===== config.mk =====
export PLATFORM = sky130hd
export DESIGN_NAME = uart_tx_arbiter
export DESIGN_NICKNAME = d
export VERILOG_FILES = /design/src/rtl/uart_tx_arbiter.sv
export SDC_FILE = /design/constraint.sdc
export NUM_CORES = 1
export LEC_CHECK = 0
export ABC_AREA = 1
export CORE_ASPECT_RATIO = 0.5
export CORE_UTILIZATION = 48
export CTS_BUF_LIST = sky130_fd_sc_hd__clkbuf_16
export CTS_CLUSTER_DIAMETER = 80
export DETAILED_ROUTE_END_ITERATION = 10
export PLACE_DENSITY = 0.91
export SLEW_MARGIN = 25
export SYNTH_ARGS = -nofsm -noshare
export SYNTH_HDL_FRONTEND = slang
export SYNTH_SLANG_ARGS = --single-unit

===== constraint.sdc =====
create_clock -name clk_i -period 1.97 [get_ports clk_i]
set_clock_uncertainty 0.15 [all_clocks]
set_input_delay 0.394 -clock clk_i [delete_from_list [all_inputs] [get_ports clk_i]]
set_output_delay 0.394 -clock clk_i [all_outputs]
set_load 0.05 [all_outputs]

===== src/rtl/uart_tx_arbiter.sv =====
// uart_tx_arbiter
//   Shares one UART transmitter among NUM_REQ byte-stream requesters.
//   Arbitration is round-robin at packet granularity: the owner keeps the
//   transmitter until it hands over a byte flagged last, or until it sits
//   idle mid-packet for TIMEOUT_CYCLES cycles (0 disables the timeout).
//
// Ports
//   clk_i            system clock, all logic on the rising edge
//   rst_ni           asynchronous active-low reset
//   req_valid_i      per-requester byte available
//   req_data_i       per-requester byte, requester i at [8i+7:8i]
//   req_last_i       per-requester end-of-packet flag, sampled on accept
//   req_ready_o      per-requester accept; a byte moves on valid & ready
//   grant_o          one-hot current owner, zero while idle
//   uart_tx_byte_o   byte for the transmitter, held until the next accept
//   uart_tx_start_o  one-cycle start strobe to the transmitter
//   uart_tx_busy_i   transmitter is shifting a frame
//   timeout_err_o    one-cycle pulse when a grant is revoked by timeout
//
// state       | meaning
// ------------+---------------------------------------------------------
// S_IDLE      | no owner; pick next valid requester from the rr pointer
// S_SEND      | owner granted, waiting for its next byte (timeout runs)
// S_WAIT_BUSY | start issued, waiting for the transmitter to go busy
// S_WAIT_DONE | frame in flight, waiting for the transmitter to finish

module uart_tx_arbiter #(
  parameter int unsigned NUM_REQ        = 4,
  parameter int unsigned TIMEOUT_CYCLES = 1024
) (
  input  logic                 clk_i,
  input  logic                 rst_ni,
  input  logic [NUM_REQ-1:0]   req_valid_i,
  input  logic [8*NUM_REQ-1:0] req_data_i,
  input  logic [NUM_REQ-1:0]   req_last_i,
  output logic [NUM_REQ-1:0]   req_ready_o,
  output logic [NUM_REQ-1:0]   grant_o,
  output logic [7:0]           uart_tx_byte_o,
  output logic                 uart_tx_start_o,
  input  logic                 uart_tx_busy_i,
  output logic                 timeout_err_o
);

  localparam int unsigned IDX_W = (NUM_REQ > 1) ? $clog2(NUM_REQ) : 1;
  // The counter never needs to exceed TIMEOUT_CYCLES-1.
  localparam int unsigned CNT_W = (TIMEOUT_CYCLES > 2) ? $clog2(TIMEOUT_CYCLES) : 1;
  localparam bit          TIMEOUT_EN = (TIMEOUT_CYCLES != 0);
  localparam logic [CNT_W-1:0] CNT_LAST =
    CNT_W'((TIMEOUT_CYCLES == 0) ? 0 : TIMEOUT_CYCLES - 1);

  typedef enum logic [1:0] {
    S_IDLE,
    S_SEND,
    S_WAIT_BUSY,
    S_WAIT_DONE
  } state_e;

  state_e             state_q, state_d;
  logic [IDX_W-1:0]   gidx_q, gidx_d;
  logic [IDX_W-1:0]   ptr_q, ptr_d;
  logic [CNT_W-1:0]   cnt_q, cnt_d;
  logic               last_q, last_d;
  logic [7:0]         byte_q, byte_d;
  logic               start_q, start_d;
  logic               tmo_q, tmo_d;

  logic               pick_found;
  logic [IDX_W-1:0]   pick_idx;
  logic [IDX_W-1:0]   cand;
  logic               own_valid;
  logic [7:0]         own_data;
  logic               own_last;

  // Increment modulo NUM_REQ (NUM_REQ need not be a power of two).
  function automatic logic [IDX_W-1:0] wrap_inc(input logic [IDX_W-1:0] idx);
    if (32'(idx) == NUM_REQ - 1) begin
      return '0;
    end
    return idx + 1'b1;
  endfunction

  // First valid requester at or after the pointer, wrapping around.
  always_comb begin
    pick_found = 1'b0;
    pick_idx   = '0;
    cand       = ptr_q;
    for (int k = 0; k < NUM_REQ; k++) begin
      if (!pick_found && req_valid_i[cand]) begin
        pick_found = 1'b1;
        pick_idx   = cand;
      end
      cand = wrap_inc(cand);
    end
  end

  assign own_valid = req_valid_i[gidx_q];
  assign own_data  = req_data_i[8*gidx_q +: 8];
  assign own_last  = req_last_i[gidx_q];

  always_comb begin
    state_d = state_q;
    gidx_d  = gidx_q;
    ptr_d   = ptr_q;
    cnt_d   = cnt_q;
    last_d  = last_q;
    byte_d  = byte_q;
    start_d = 1'b0;
    tmo_d   = 1'b0;

    unique case (state_q)
      S_IDLE: begin
        if (pick_found) begin
          gidx_d  = pick_idx;
          cnt_d   = '0;
          state_d = S_SEND;
        end
      end

      S_SEND: begin
        if (own_valid) begin
          byte_d  = own_data;
          start_d = 1'b1;
          last_d  = own_last;
          state_d = S_WAIT_BUSY;
        end else if (TIMEOUT_EN && (cnt_q == CNT_LAST)) begin
          // Stalled owner loses the grant and drops to lowest priority.
          tmo_d   = 1'b1;
          ptr_d   = wrap_inc(gidx_q);
          state_d = S_IDLE;
        end else if (TIMEOUT_EN) begin
          cnt_d = cnt_q + 1'b1;
        end
      end

      S_WAIT_BUSY: begin
        if (uart_tx_busy_i) begin
          state_d = S_WAIT_DONE;
        end
      end

      S_WAIT_DONE: begin
        if (!uart_tx_busy_i) begin
          if (last_q) begin
            ptr_d   = wrap_inc(gidx_q);
            state_d = S_IDLE;
          end else begin
            cnt_d   = '0;
            state_d = S_SEND;
          end
        end
      end

      default: begin
        state_d = S_IDLE;
      end
    endcase
  end

  always_ff @(posedge clk_i or negedge rst_ni) begin
    if (!rst_ni) begin
      state_q <= S_IDLE;
      gidx_q  <= '0;
      ptr_q   <= '0;
      cnt_q   <= '0;
      last_q  <= 1'b0;
      byte_q  <= 8'h00;
      start_q <= 1'b0;
      tmo_q   <= 1'b0;
    end else begin
      state_q <= state_d;
      gidx_q  <= gidx_d;
      ptr_q   <= ptr_d;
      cnt_q   <= cnt_d;
      last_q  <= last_d;
      byte_q  <= byte_d;
      start_q <= start_d;
      tmo_q   <= tmo_d;
    end
  end

  // Grant is derived from the state so reset clears it immediately.
  always_comb begin
    grant_o = '0;
    if (state_q != S_IDLE) begin
      grant_o[gidx_q] = 1'b1;
    end
  end

  assign req_ready_o     = (state_q == S_SEND) ? grant_o : '0;
  assign uart_tx_byte_o  = byte_q;
  assign uart_tx_start_o = start_q;
  assign timeout_err_o   = tmo_q;

endmodule


After elaboration in Yosys (flattened, before gate mapping). Cells that the tools add are included. Widths: inputs -> output; s select.

Register bits after elaboration: 27. Logic and storage cells: 119. Output and inout port bits: 18. Bits of input ports: 43.

Reductions and logical operators: 16. Shifts and indexed selects: 1. Mux-type cells: 66. Equality and inequality tests: 17. $add $sub $neg: 5. Order comparisons: 6.

Operator list (number): $mux 10 (5); $mux 2 (22); $shiftx 32x6->8 (1); $pmux 10 s3 (1); $mux 1 (27); $ne 2x2->1 const B (8); $lt 2x3->1 const B (5); $bmux 1 s2 (6); $eq 2x2->1 const B (6); $add 10x1->10 const B (1); $eq 10x10->1 const B (1); $add 2x1->2 const B (4); $mux 4 (2); $pmux 2 s4 (1); $reduce_and 6->1 (1); $reduce_and 5->1 (1); $logic_and 1x1->1 (4); $pmux 2 s2 (1); $reduce_and 2->1 (2); $reduce_and 4->1 (1); $reduce_bool 2->1 (2); $logic_not 1->1 (3); $ne 3x3->1 const B (1); $reduce_bool 3->1 (1); 4 further kinds (4).

Depth between registers and ports, before layout.
Word-level depth: 15. Gate-level depth with buffers: 11. Depth with buffers taken out: 11.

Least setup slack after synthesis. OpenSTA, ideal clock, no wires.

Path type: register -> output. Start point: reg gidx_q[0]. End point: out grant_o[0]. Buffers on the path: 2. Cell stages (with the launch flop): 7. Arrival time: 1797 ps. Data required time: 1426 ps. Path slack: -371 ps. Path through: dfrtp_1 > inv_2 > clkbuf_1 > buf_2 > ha_1 > inv_1 > nor2_1.

Cells in the longest elaborated chain, start to end: 5. Elaborated cells between the ends (all ways): 6.

Ends and longest elaborated chain: start, declared (line 59) `logic [IDX_W-1:0] gidx_q, gidx_d;`; start signal, assigned (line 171) `gidx_q <= gidx_d;`; $lt 2x3->1 (implied by the code) or $ge 2x1->1 (tied branches) (line 185) `grant_o[gidx_q] = 1'b1;`; $logic_and 1x1->1 (implied by the code) (line 185); $mux 1 (implied by the code) (line 185); $demux 1 s2 * (line 185); $mux 4 * (line 184) `if (state_q != S_IDLE) begin`; end, declared (line 37) `output logic [NUM_REQ-1:0] grant_o,`.

Every way passes the cells marked *; elsewhere a longest branch is shown, timed or not.

==> results summary <==
The peak fanout along the critical path is 11. By count the netlist is led by nand2_1, nor2_1, dfrtp_1. The most used flip-flop cell after synthesis is dfrtp_1.

The detailed-route wire length came out at 6.35 mm. The y dimension of the die is a little under 50 µm. The share of the yosys chip area belonging to registers is 32.7%. The final cell utilization of the core is ~75%. Registers are responsible for between 15 and 20% of the overall power. Input and output buffers added on the ports amount to 60.

The die width is 94.8 µm. The synthesized area divided by synthesized cell count came out at between 6 and 7 µm². The core box area came out at 0.00400 mm².

The accumulated negative setup slack is 0 ns. In the routed layout, each cell is associated on average with a via count of 5.41. Based on the critical path, the design can be clocked at up to 514 MHz. After synthesis the cells add up to 0.00207 mm². The via count of the first global-routing pass is 2257. The part of the power in combinational logic is between 70% and 80%. The power density over the cells is 1670 mW/mm². The critical path data required time is 1.43 ns. The number of synthesized flops with an enable pin came out at 0. The normalized max-slew margin came out at 76.6%. The I/O pin total is 61. The post-detailed-route DRC marker count is 0. STA classifies the critical path startpoint as a flop. The clock latency of the later-clocked register in the worst-skew pair is 0.26 ns. Setup violations remaining at the end of the flow were counted as 0. For this run, the number of Yosys warnings is 0. The final antenna diode count is 0. The pin slew with the least headroom to its limit came out at 0.351 ns. The hold violation total from the final report is 0. The via count came out at 2359.

The number of maximum-capacitance violations is 0. The slowest library cell on the worst path is dfrtp_1. The deepest clock path buffer count came out at 2.

Row generation in the floorplan step produced 16 rows. The initial antenna violation count came out at 0. The final weighted congestion in routability-driven placement came out at slightly above 0.9. Synthesis produced a netlist with a net count of about 360. The cts-stage hold buffer count came out at 0. TritonCTS built the clock tree. The startpoint-to-endpoint class of the critical path is flop to output port. The worst path meets setup with approximately 0.026 ns of slack.

The cell area after placement is 0.00284 mm². The portion of total power attributed to the clock network is under 10%. STA classifies the critical path endpoint as an output port. The proportion of total power due to net switching is 53.9%. Across all hold checks on the routed design, the worst slack comes to 0.338 ns.

The async set-reset flop share out of synthesis came out at 100%. The total die area came out at 0.00459 mm². For this block, the initial DRC count from the detailed router was 142. The average routed wire per standard cell came out at between 10 and 15 µm. The number of nets in the final layout is 432. The peak supply drop is 0.000890 V.

Prior to clock tree synthesis, the placed netlist has a worst setup slack of -0.0884 ns. Before antenna repair, the detailed router went through 4 iterations. The global-route usage over all layers came out at 28.2%. The power after layout came out at about 5.1 mW. The most common cell in the synthesized netlist is nand2_1.

The clock sink count came out at 27. The gate count of the mapped netlist came out at 306. The total overflow left after global routing is 0. The final cycle utilization of the critical path is 98.7%. In the post-synthesis netlist, the biggest area contributors are dfrtp_1, nand2_1, nor2_1. Summing all non-filler instances in the final layout gives an area of 0.00302 mm².

In this run the worst hold path is classified as flop to flop. The cell family with the largest share of critical-path delay is flip-flops. The final-report max-slew violation count is 0. The analysis attributes to net switching a power of between 2 and 3 mW. Detailed placement ended at an HPWL of 4.39 mm. The synthesis-stage register bit count came out at 27. The critical path buffer and inverter count came out at 2. The fraction of layout instances using a drive strength above 1 came out at 22.8%.

The data arrival time of the critical path came out at 1.40 ns. Of all cell types, the one taking the most synthesized area is dfrtp_1. The first global-routing pass estimated between 10 and 15 mm of wire. The initial core utilization is 51.6%. The cell leakage power is 1.50 nW. In this run, distinct cell masters in the synthesized netlist total 34. The number of nets still failing antenna checks after routing is 0.

The number of buffers created by CTS is 3. The post-route non-filler standard cell count is 436. The cell count after placement is 426. The area growth from synthesis to layout came out at 46.3%. The clock transition at the register clock pins on the worst setup and hold paths after CTS is approximately 0.060 ns. The flow ran to the end, and the final reports show no timing, DRC or antenna violations. Of the post-synthesis cell area, the dominant cell type holds about a third. The largest net degree at the start of global routing is 28. The internal power of the cells came out at 2.33 mW. Walking the worst path, the cells encountered are nor2_4 -> inv_4 -> nor2_2 -> buf_12. The clock root buffer is clkbuf_16.

In this run the number of H-tree levels came out at 1. The shortest period the worst path allows is ~2 ns. For this run, the slowest stage of the critical path takes 0.44 ns.
## worst register-to-register path, stage by stage, from the launching register on
cell,delay [ns]
dfrtp_1,0.43
ha_4,0.32
inv_2,0.05
nand3_1,0.13
nand2_4,0.09
nor2_8,0.15
nand3_1,0.09
nand2_1,0.12
inv_1,0.07
nand3_1,0.07
nand2_1,0.07
## final timing paths
kind,from,end,slack (ns),depth (start not counted)
worst max-delay path,flop,req_ready_o[1],0.03,4
worst min-delay path,uart_tx_byte_o[7],uart_tx_byte_o[7],0.34,2
worst max register to register,ptr_q[1],gidx_q[0],0.12,10
worst min register to register,uart_tx_byte_o[7],uart_tx_byte_o[7],0.34,2
max in group asynchronous,rst_ni,gidx_q[0],1.03,2
min in group asynchronous,rst_ni,cnt_q[4],0.36,2
## state kept, by name, indices dropped and copies added (netlist names), named ones only
name	cells
ptr_q	2
uart_tx_start_o	1
uart_tx_byte_o	8
state_q	1
timeout_err_o	1
last_q	1
gidx_q	2
cnt_q	10
## timing repair
action | 4_1_cts | 5_1_grt
gates resized for setup | 3 | 15
cloned | 0 | 2
pin swaps | 0 | 3
buffers inserted | 2 | 2
hold endpoints to repair | 0 | 0
endpoints found under the setup margin | 8 | 23
## cells by family after synthesis
group,after synthesis,share of synthesized area (%)
AND/OR/NAND/NOR,192,44.0
AO/OA/AOI/OAI,37,10.2
XOR/XNOR,3,1.27
adder cells (fa/ha/maj),6,3.63
flip-flops,27,32.7
buffers and inverters,41,8.18
## placed cells by master, fill, tap and decap left out, types with 4 or more instances in the layout
| master | Yosys | final |
|---|---|---|
| a21oi_1 | 4 | 4 |
| buf_12 | 0 | 4 |
| buf_4 | 0 | 31 |
| clkdlybuf4s50_1 | 0 | 42 |
| dfrtp_1 | 27 | 25 |
| ha_1 | 6 | 5 |
| inv_1 | 26 | 23 |
| inv_2 | 4 | 5 |
| nand2_1 | 102 | 102 |
| nand2_2 | 7 | 6 |
| nand3_1 | 17 | 17 |
| nand3_2 | 3 | 4 |
| nand4_1 | 9 | 9 |
| nor2_1 | 38 | 30 |
| nor2_2 | 3 | 6 |
| nor2_4 | 2 | 7 |
| o21ai_0 | 20 | 20 |
| o22ai_1 | 9 | 9 |
## metal layers
metal	track usage, %	routed length [µm]	vias to the layer above
met4	8.84	138	0
met1	34.3	2630	1095
met2	49.3	3160	105
met3	6.76	421	18
li1	-	-	1141
met5	0	0	-
## cell type report
class                           instances  area (µm²)
Multi-Input combinational cell        240        1310
Fill cell                             282         982
Timing Repair Buffer                   79         756
Sequential cell                        27         678
Inverter                               32         134
Clock buffer                            3        75.1
Tap cell                               54        67.6
Clock inverter                          1        5.00
## power groups by stage
stage	clock, mW	sequential [mW]	combinational (mW)
6_report	0.456	0.920	3.68
5_1_grt	0.477	0.943	3.95
4_1_cts	0.460	0.898	3.39
3_5_place_dp	0	0.911	3.30
3_3_place_gp	0	0.904	3.19
2_1_floorplan	0	1.17	2.08
No activity file was read; power rests on OpenSTA's default activity.
